===== src/rtl/alu_8bit.sv =====
// alu_8bit: 8-bit registered ALU for the execute stage.
// Result, condition flag and valid are registered, so results appear one
// cycle after issue. Throughput is one operation per cycle.
// Optional build macro ALU_STATUS_FLAGS_EN adds registered carry_o/ovf_o.
module alu_8bit #(
   parameter int WIDTH = 8                  // only 8 is supported
) (
   input  logic             clk_i,
   input  logic             rst_n_i,
   input  logic             valid_i,
   input  logic [WIDTH-1:0] rs_i,
   input  logic [WIDTH-1:0] rt_i,
   input  logic [2:0]       opcode_i,
   output logic             valid_o,
   output logic [WIDTH-1:0] alu_result_o,
   output logic             zero
`ifdef ALU_STATUS_FLAGS_EN
   ,
   output logic             carry_o,
   output logic             ovf_o
`endif
);

   typedef enum logic [2:0] {
      OP_AND = 3'b000,
      OP_ADD = 3'b001,
      OP_SLL = 3'b010,
      OP_SRL = 3'b011,
      OP_SUB = 3'b100,
      OP_SLT = 3'b101,
      OP_ABS = 3'b110,
      OP_SEQ = 3'b111
   } op_e;

   op_e              w_op;
   logic [WIDTH-1:0] w_sum;
   logic [WIDTH-1:0] w_diff;
   logic [WIDTH-1:0] w_sll;
   logic [WIDTH-1:0] w_abs;
   logic             w_lt;
   logic             w_eq;
   logic [WIDTH-1:0] w_result;
   logic             w_flag;

   assign w_op   = op_e'(opcode_i);
   assign w_sum  = rs_i + rt_i;
   assign w_diff = rs_i - rt_i;
   assign w_lt   = (rs_i < rt_i);
   assign w_eq   = (rs_i == rt_i);
   // Two's-complement negate of a negative value; 0x80 wraps back to 0x80.
   assign w_abs  = rs_i[WIDTH-1] ? (~rs_i + 1'b1) : rs_i;
   // Any shift count of WIDTH or more clears the result.
   assign w_sll  = (rt_i[WIDTH-1:3] != '0) ? '0 : (rs_i << rt_i[2:0]);

   // Select the result for the current opcode.
   always_comb begin
      w_result = '0;
      unique case (w_op)
         OP_AND:  w_result = rs_i & rt_i;
         OP_ADD:  w_result = w_sum;
         OP_SLL:  w_result = w_sll;
         OP_SRL:  w_result = rs_i >> 1;
         OP_SUB:  w_result = w_diff;
         OP_SLT:  w_result = {{(WIDTH-1){1'b0}}, w_lt};
         OP_ABS:  w_result = w_abs;
         OP_SEQ:  w_result = {{(WIDTH-1){1'b0}}, w_eq};
         default: w_result = '0;
      endcase
   end

   // Compares drive the flag directly; every other op reports zero-detect.
   always_comb begin
      w_flag = (w_result == '0);
      if (w_op == OP_SLT) w_flag = w_lt;
      if (w_op == OP_SEQ) w_flag = w_eq;
   end

   // Result/flag registers load only on valid; valid is a one-stage delay.
   always_ff @(posedge clk_i or negedge rst_n_i) begin
      if (!rst_n_i) begin
         valid_o      <= 1'b0;
         alu_result_o <= '0;
         zero         <= 1'b0;
      end else begin
         valid_o <= valid_i;
         if (valid_i) begin
            alu_result_o <= w_result;
            zero         <= w_flag;
         end
      end
   end

`ifdef ALU_STATUS_FLAGS_EN
   logic w_carry;
   logic w_ovf;

   // Carry of ADD shows up as a wrapped sum below an operand; SUB reports
   // borrow. Overflow is the usual sign-mismatch rule, plus ABS(0x80).
   always_comb begin
      w_carry = 1'b0;
      w_ovf   = 1'b0;
      unique case (w_op)
         OP_ADD: begin
            w_carry = (w_sum < rs_i);
            w_ovf   = (rs_i[WIDTH-1] == rt_i[WIDTH-1]) &&
                      (w_sum[WIDTH-1] != rs_i[WIDTH-1]);
         end
         OP_SUB: begin
            w_carry = w_lt;
            w_ovf   = (rs_i[WIDTH-1] != rt_i[WIDTH-1]) &&
                      (w_diff[WIDTH-1] != rs_i[WIDTH-1]);
         end
         OP_ABS: w_ovf = (rs_i == {1'b1, {(WIDTH-1){1'b0}}});
         default: begin
            w_carry = 1'b0;
            w_ovf   = 1'b0;
         end
      endcase
   end

   // Status flags follow the same reset and hold rules as the result.
   always_ff @(posedge clk_i or negedge rst_n_i) begin
      if (!rst_n_i) begin
         carry_o <= 1'b0;
         ovf_o   <= 1'b0;
      end else if (valid_i) begin
         carry_o <= w_carry;
         ovf_o   <= w_ovf;
      end
   end
`endif

endmodule


===== config.mk =====
export PLATFORM = sky130hd
export DESIGN_NAME = alu_8bit
export DESIGN_NICKNAME = d
export VERILOG_FILES = /design/src/rtl/alu_8bit.sv
export SDC_FILE = /design/constraint.sdc
export NUM_CORES = 1
export LEC_CHECK = 0
export ABC_AREA = 0
export CORE_MARGIN = 3
export CORE_UTILIZATION = 35
export CTS_CLUSTER_DIAMETER = 30
export DETAILED_ROUTE_END_ITERATION = 10
export PLACE_DENSITY = 0.64
export SLEW_MARGIN = 20
export SYNTH_ARGS = -nofsm -noshare
export SYNTH_HDL_FRONTEND = slang
export SYNTH_SLANG_ARGS = --single-unit

===== constraint.sdc =====
create_clock -name clk_i -period 2.3 [get_ports clk_i]
set_clock_uncertainty 0.15 [all_clocks]
set_input_delay 0.46 -clock clk_i [delete_from_list [all_inputs] [get_ports clk_i]]
set_output_delay 0.46 -clock clk_i [all_outputs]
set_load 0.01 [all_outputs]

==> results by group, run 1 <==
Outcome
  – Status: complete, but fails checks
  – Failing checks: negative setup slack

Clock tree
  – TritonCTS clock tree: built
  – H-Tree Depth: 1
  – CTS root buffer: clkbuf_8
  – Num CTS Buffers: 3
  – Worst-Skew Late Latency: around 0.23 ns
  – Clock buffer depth: 2
  – Clock Pin Slew Worst Setup and Hold Paths: roughly 0.040 ns
  – TritonCTS Sinks: 10
  – Hold-fix buffers, CTS: 0

Yosys
  – Largest family of logic cells by synthesized area: compound AO/OA/AOI/OAI gates
  – Synth async-reset ratio: 100%
  – Post-Syn Nets: 280
  – Mapped Cells: ~240
  – Multiplexer area fraction after synthesis: 9.92%
  – Compound-Gate Fraction of Synth Area: approximately 25%
  – Adder and majority cell fraction of the synthesized area: approximately 14%
  – Post-Syn Area: about 0.002 mm²
  – Leading register cell type out of synthesis: dfrtp_1
  – EDFF count, synth: 0
  – Post-synthesis simple-gate area fraction: a little over a fifth
  – Register area share after synthesis: approximately 13%
  – Ys Warns: 0
  – #FFs+latches synth: 10
  – Post-synthesis xor/xnor area fraction: between 5 and 6%
  – Synthesized area per cell: about 8 µm²
  – Synth unique cells: 64

Place
  – Port Buffers: 31
  – Post-DP Area: 0.00291 mm²
  – Place WS: -0.913 ns
  – Placed cell count: 402
  – Post-DP HPWL: ~5300 µm
  – GP Congestion: between 0.9 and 1

Timing
  – Transition time of the tightest slew-check pin: roughly 0.42 ns
  – Fin worst setup slack: -0.120 ns
  – Slew margin rel.: a little under three quarters
  – Fin. max-slew vios: 0
  – Crit share post-route: 105%
  – Final Setup Violations: 4
  – Top achievable clock speed: ~410 MHz
  – RSZ-0062 raised after global routing: true
  – Final Hold Fails: 0
  – Minimum clock period: 2.42 ns
  – Hold WS: 0.333 ns

Route
  – First drt pass iteration count: 4
  – Antenna viol nets, final: 0
  – Vias per std cell: approximately 5.5
  – Final wirelength: slightly below 7000 µm
  – # DRC: 0
  – Initial DRC count: about 110
  – DR vias: between 2000 and 2500
  – Avg WL per Cell: approximately 17 µm

Power and ir drop
  – PD cells: approximately 340 mW/mm²
  – Peak supply drop: around 270 µV
  – Leakage Power: 1.45 nW

Setup path
  – Worst Reg-to-Reg Cells: 1
  – Worst Path Arrival: roughly 2.4 ns
  – Crit path kind: primary input to register
  – Critical path peak fanout: 3
  – Critical Path Sink Type: register
  – Crit path launch type: primary input
  – Worst EP required: approximately 2.3 ns

Die
  – Die W: 80.7 µm
  – Core area: roughly 0.0052 mm²
  – Boundary Pins: 32
  – Die height: 80.7 µm
  – Initial Utilization: between 30% and 40%
  – Die area: ~0.0065 mm²
  – FP Rows: 26

Cells and area
  – Most frequent cells in the layout: buf_4 (76), nand2_1 (20), nor2_1 (14), buf_6 (14), clkdlybuf4s50_1 (12)
  – Area growth, synth to finish: 73.7%
  – Most common cell after layout, fill and taps aside: buf_4
  – Post-route insts no fill: 412
  – Total Nets Final: about 390
  – Post-layout util: between 60% and 70%
  – Diodes inserted: 0
  – Post-route cell area: 0.00339 mm²
  – Share of layout cells above drive strength 1: a little over half

Global routing
  – Initial antenna violation count: 0
  – Vias in the first global route: ~2300
  – Grt ovf: 0
  – Pin count of the biggest net entering global routing: 12
  – Gr usage total: about 22%
  – First-pass GRT wire length: ~11000 µm

Job
  – Max Cap Viol: 0

Min path
  – Min-delay worst type: register to register
  – Hold path depth: 2
## final timing paths
path | start | end | slack, ns
max | rs_i[0] | zero$_DFFE_PN0P_ | -0.12
min | alu_result_o[0]$_DFFE_PN0P_ | alu_result_o[0]$_DFFE_PN0P_ | 0.33
min in group asynchronous | rst_n_i | valid_o$_DFF_PN0_ | 0.38
max reg2reg | alu_result_o[5]$_DFFE_PN0P_ | alu_result_o[5]$_DFFE_PN0P_ | 1.39
min reg2reg | alu_result_o[0]$_DFFE_PN0P_ | alu_result_o[0]$_DFFE_PN0P_ | 0.33
max in group asynchronous | rst_n_i | alu_result_o[4]$_DFFE_PN0P_ | 1.33
## what timing repair did
| action | 4_1_cts | 5_1_grt |
|---|---|---|
| gates resized for setup | 108 | 37 |
| endpoints found under the setup margin | 9 | 7 |
| setup buffers | 11 | 2 |
| pin swaps | 37 | 25 |
## cell type report
type,instances,area [µm²]
multi-input combinational,190,1920
timing repair buffer,119,1000
inverter,20,95.1
fill,433,1840
tap,70,87.6
sequential,10,250
clock buffer,3,41.3
## critical path, cell delays in order
cell and delay [ns]:
buf_12 0.12, inv_12 0.04, ha_4 0.11, inv_2 0.04
fa_2 0.41, a211oi_4 0.31, o21ai_2 0.10, o21ai_1 0.10
xnor2_1 0.09, o2bb2ai_1 0.13, o22a_2 0.21, o41ai_2 0.29
## sequential cells by signal, summed over array words and instances (netlist names)
signal,flops
alu_result_o,8
valid_o,1
zero,1
## Yosys cell counts (all sizes together), types with 4 or more instances
cell type / number / share of area [%]
nand2: 22 / 4.6
inv: 20 / 3.8
ha: 18 / 12
a21oi: 17 / 4.4
nor2: 17 / 3.3
o21ai: 15 / 3.8
buf: 10 / 3.8
dfrtp: 10 / 13
clkbuf: 8 / 3.6
xnor2: 8 / 3.6
nor3: 7 / 2.0
nand2b: 6 / 2.3
mux2: 5 / 3.1
xor2: 5 / 2.2
a221oi: 4 / 2.1
mux2i: 4 / 2.0
mux4: 4 / 4.8
nand3: 4 / 1.0
o31ai: 4 / 1.5
## kinds of logic (layout without fill, tap and decap cells)
group,Yosys count,in the layout
adders and majority gates,21,21
AOI/OAI and AO/OA,68,68
muxes,13,13
DFF,10,10
and+or+nand+nor,75,75
xor gates and xnor gates,13,13
buffers and inverters,38,142
## power by group
part | total (mW) | internal, mW | switching [mW]
Sequential | 0.214 | 0.201 | 0.0132
Clock | 0.177 | 0.114 | 0.0630
Combinational | 0.760 | 0.405 | 0.355
Total | 1.15 | 0.719 | 0.432
## per-stage QoR
stage          TNS [ns]  power, mW
6_report         -0.265       1.15
5_1_grt          -0.785       1.22
4_1_cts          -0.672       1.12
3_5_place_dp      -6.21      0.838
3_3_place_gp      -6.09      0.833
2_1_floorplan    -0.600      0.556
## layer usage
metal / part of all wire [%] / global-route usage, % / vias to the layer above
met5: 0 / 0 / -
met3: 5.3 / 1.91 / 23
li1: - / - / 1087
met4: 4.3 / 9.46 / 0
met2: 49 / 39.9 / 79
met1: 41 / 27.3 / 1086
Power figures use the tool's default switching activity.
==> inputs of run 2 (changes only) <==
- CTS_BUF_LIST: default -> sky130_fd_sc_hd__clkbuf_16
==> run 2 against run 1 <==
The run still ends with negative setup slack left. Critical path depth stayed put. Power is 11% higher. Global-route usage is 0.53 points higher. First-iteration DRC count is 11% lower. Wire length is 0.79% higher. Worst hold slack worse by 0.0018 ns. Sequential share of layout area is 0.11 points lower. Final area is 1.5% higher.
==> results by group, run 2 (synthesis results as in run 1) <==
Global routing
  – Gr usage total: 22.9% (+0.53 points)
  – Initial antenna violation count: 0 (unchanged)
  – Vias in the first global route: 2360 (+1.0%)
  – Grt ovf: 0 (unchanged)
  – Pin count of the biggest net entering global routing: 12 (unchanged)
  – First-pass GRT wire length: 11600 µm (+2.1%)

Die
  – Die W: 80.7 µm (unchanged)
  – Die area: 0.00652 mm² (unchanged)
  – FP Rows: 26 (unchanged)
  – Core area: 0.00524 mm² (unchanged)
  – Initial Utilization: 37.3% (unchanged)
  – Die height: 80.7 µm (unchanged)
  – Boundary Pins: 32 (unchanged)

Cells and area
  – Regs by FF count: alu_result_o x8, valid_o x1, zero x1
  – Total Nets Final: 387 (+0.26%)
  – Most frequent cells in the layout: buf_4 (77), nand2_1 (20), nor2_1 (14), buf_6 (14), clkdlybuf4s50_1 (12)
  – Diodes inserted: 0 (unchanged)
  – Post-route insts no fill: 413 (+0.24%)
  – Largest Register: alu_result_o
  – Area growth, synth to finish: 76.2%
  – Max reg flops: 8 (unchanged)
  – Share of layout cells above drive strength 1: 55.1% (+0.13 points)
  – Most common cell after layout, fill and taps aside: buf_4

Power and ir drop
  – Net Sw Frac: 34.6% (-2.9 points)
  – Combinational share of power: 59.9% (-6.1 points)
  – Sequential share of power: 16.9% (-1.7 points)
  – Power Internal: 0.832 mW (+16%)
  – Clock power share: 23.3% (+7.9 points)
  – PD cells: 369 mW/mm² (+8.9%)
  – Leakage Power: 1.47 nW (+1.3%)
  – Switching power: 0.441 mW (+2.1%)
  – Peak supply drop: 340 µV (+27%)
  – Post-layout power: 1.27 mW (+11%)

Setup path
  – Reg2reg setup slack: 1.40 ns (about the same)
  – R2r startpoint: alu_result_o[5]$_DFFE_PN0P_
  – Worst Path Arrival: 2.42 ns (about the same)
  – Crit path kind: primary input to register
  – Worst Reg-to-Reg Cells: 1 (unchanged)
  – Critical Path Sink Type: register
  – Worst EP required: 2.28 ns (about the same)
  – Worst flop-to-flop path endpoint: alu_result_o[5]$_DFFE_PN0P_
  – Critical path peak fanout: 3 (unchanged)
  – Crit path launch type: primary input

Route
  – Length of routed met3 wiring: 399 µm (+8.4%)
  – DR vias: 2253 (-0.97%)
  – Initial DRC count: 95 (-11%)
  – DR WL met2: 3510 µm (+2.3%)
  – Vias per std cell: 5.46 (-1.2%)
  – Met1 WL: 2780 µm (-2.2%)
  – Antenna viol nets, final: 0 (unchanged)
  – # DRC: 0 (unchanged)
  – Max layer used: met4
  – First drt pass iteration count: 4 (unchanged)
  – Avg WL per Cell: 16.9 µm (+0.55%)
  – Final wirelength: 6990 µm (+0.79%)

Clock tree
  – Clock buffer depth: 2 (unchanged)
  – Num CTS Buffers: 3 (unchanged)
  – TritonCTS clock tree: built
  – TritonCTS Sinks: 10 (unchanged)
  – Hold-fix buffers, CTS: 0 (unchanged)
  – Worst-Skew Late Latency: 0.23 ns (about the same)
  – Clock Pin Slew Worst Setup and Hold Paths: 0.04 ns (about the same)
  – CTS root buffer: clkbuf_16
  – H-Tree Depth: 1 (unchanged)

Timing
  – Final Setup Violations: 4 (unchanged)
  – Minimum clock period: 2.44 ns (+0.0206 ns)
  – Top achievable clock speed: 410 MHz (-0.84%)
  – RSZ-0062 raised after global routing: true
  – Slew margin rel.: 71.4% (-0.51 points)
  – Fin worst setup slack: -0.140 ns (-0.0206 ns)
  – Transition time of the tightest slew-check pin: 0.427 ns (+0.00768 ns)
  – Crit share post-route: 106% (+0.90 points)
  – Fin. max-slew vios: 0 (unchanged)
  – Hold WS: 0.331 ns (-0.00183 ns)
  – Final Hold Fails: 0 (unchanged)

Min path
  – Worst Hold Path EP: alu_result_o[0]$_DFFE_PN0P_
  – Worst hold start: alu_result_o[0]$_DFFE_PN0P_
  – Min-delay worst type: register to register
  – Hold path depth: 2 (unchanged)

Outcome
  – Status: complete, but fails checks
  – Failing checks: negative setup slack

Place
  – Place WS: -0.913 ns (unchanged)
  – Post-DP HPWL: 5270 µm (unchanged)
  – Placed cell count: 402 (unchanged)
  – GP Congestion: 0.966 (unchanged)
  – Port Buffers: 31 (unchanged)

Job
  – Max Cap Viol: 0 (unchanged)
==> run 2: through the flow <==
step	setup TNS, ns	area, µm²	utilization [%]
after detailed placement	-6.21	2910	55.5
after CTS	-0.694	3400	64.9
after global placement	-6.09	2910	55.5
final	-0.300	3440	65.8
after floorplan	-0.600	2070	-
after global routing	-0.727	3440	65.8
==> run 2: layer usage <==
layer | vias to the layer above | GRT usage [%]
met5 | - | 0
li1 | 1086 | -
met4 | 0 | 9.97
met3 | 24 | 2.58
met1 | 1059 | 27.6
met2 | 84 | 40.6
==> run 2: worst max-delay path, cell delays in order <==
cell,delay (ns)
buf_12,0.12
inv_12,0.04
ha_4,0.12
inv_2,0.04
fa_2,0.41
a211oi_4,0.32
o21ai_1,0.11
o21ai_1,0.10
mux2i_1,0.12
a21oi_2,0.22
o2111ai_2,0.16
o41ai_2,0.21
==> run 2: how the worst max path moves through the flow <==
stage,start,end,slack (ns),cells after the start
after floorplan,rt_i[2],alu_result_o[7]$_DFFE_PN0P_,-0.22,11
after global placement,rs_i[0],zero$_DFFE_PN0P_,-0.89,13
after detailed placement,rs_i[0],zero$_DFFE_PN0P_,-0.91,13
after CTS,rs_i[0],zero$_DFFE_PN0P_,-0.24,13
after global routing,rs_i[0],zero$_DFFE_PN0P_,-0.24,12
final,rs_i[0],zero$_DFFE_PN0P_,-0.14,12
==> run 2: power groups by stage <==
stage	Clock, mW	Sequential, mW	Combinational [mW]
3_3_place_gp	0	0.215	0.618
5_1_grt	0.310	0.218	0.821
2_1_floorplan	0	0.227	0.329
4_1_cts	0.300	0.215	0.724
3_5_place_dp	0	0.217	0.621
6_report	0.296	0.214	0.762
==> run 2: what timing repair did <==
| item | in CTS | in global routing |
|---|---|---|
| resized for setup | 108 | 37 |
| buffers inserted | 12 | 3 |
| pin swaps | 37 | 25 |
| endpoints found under the hold margin | 0 | 0 |
| endpoints found under the setup margin | 9 | 7 |
==> run 2: layout make-up <==
cell class	count	area (µm²)
multi-input cells	190	1920
fillers	427	1790
clock buffers	3	75.1
repair buffers	120	1020
inverters	20	95.1
well taps	70	87.6
flip-flops and latches	10	250
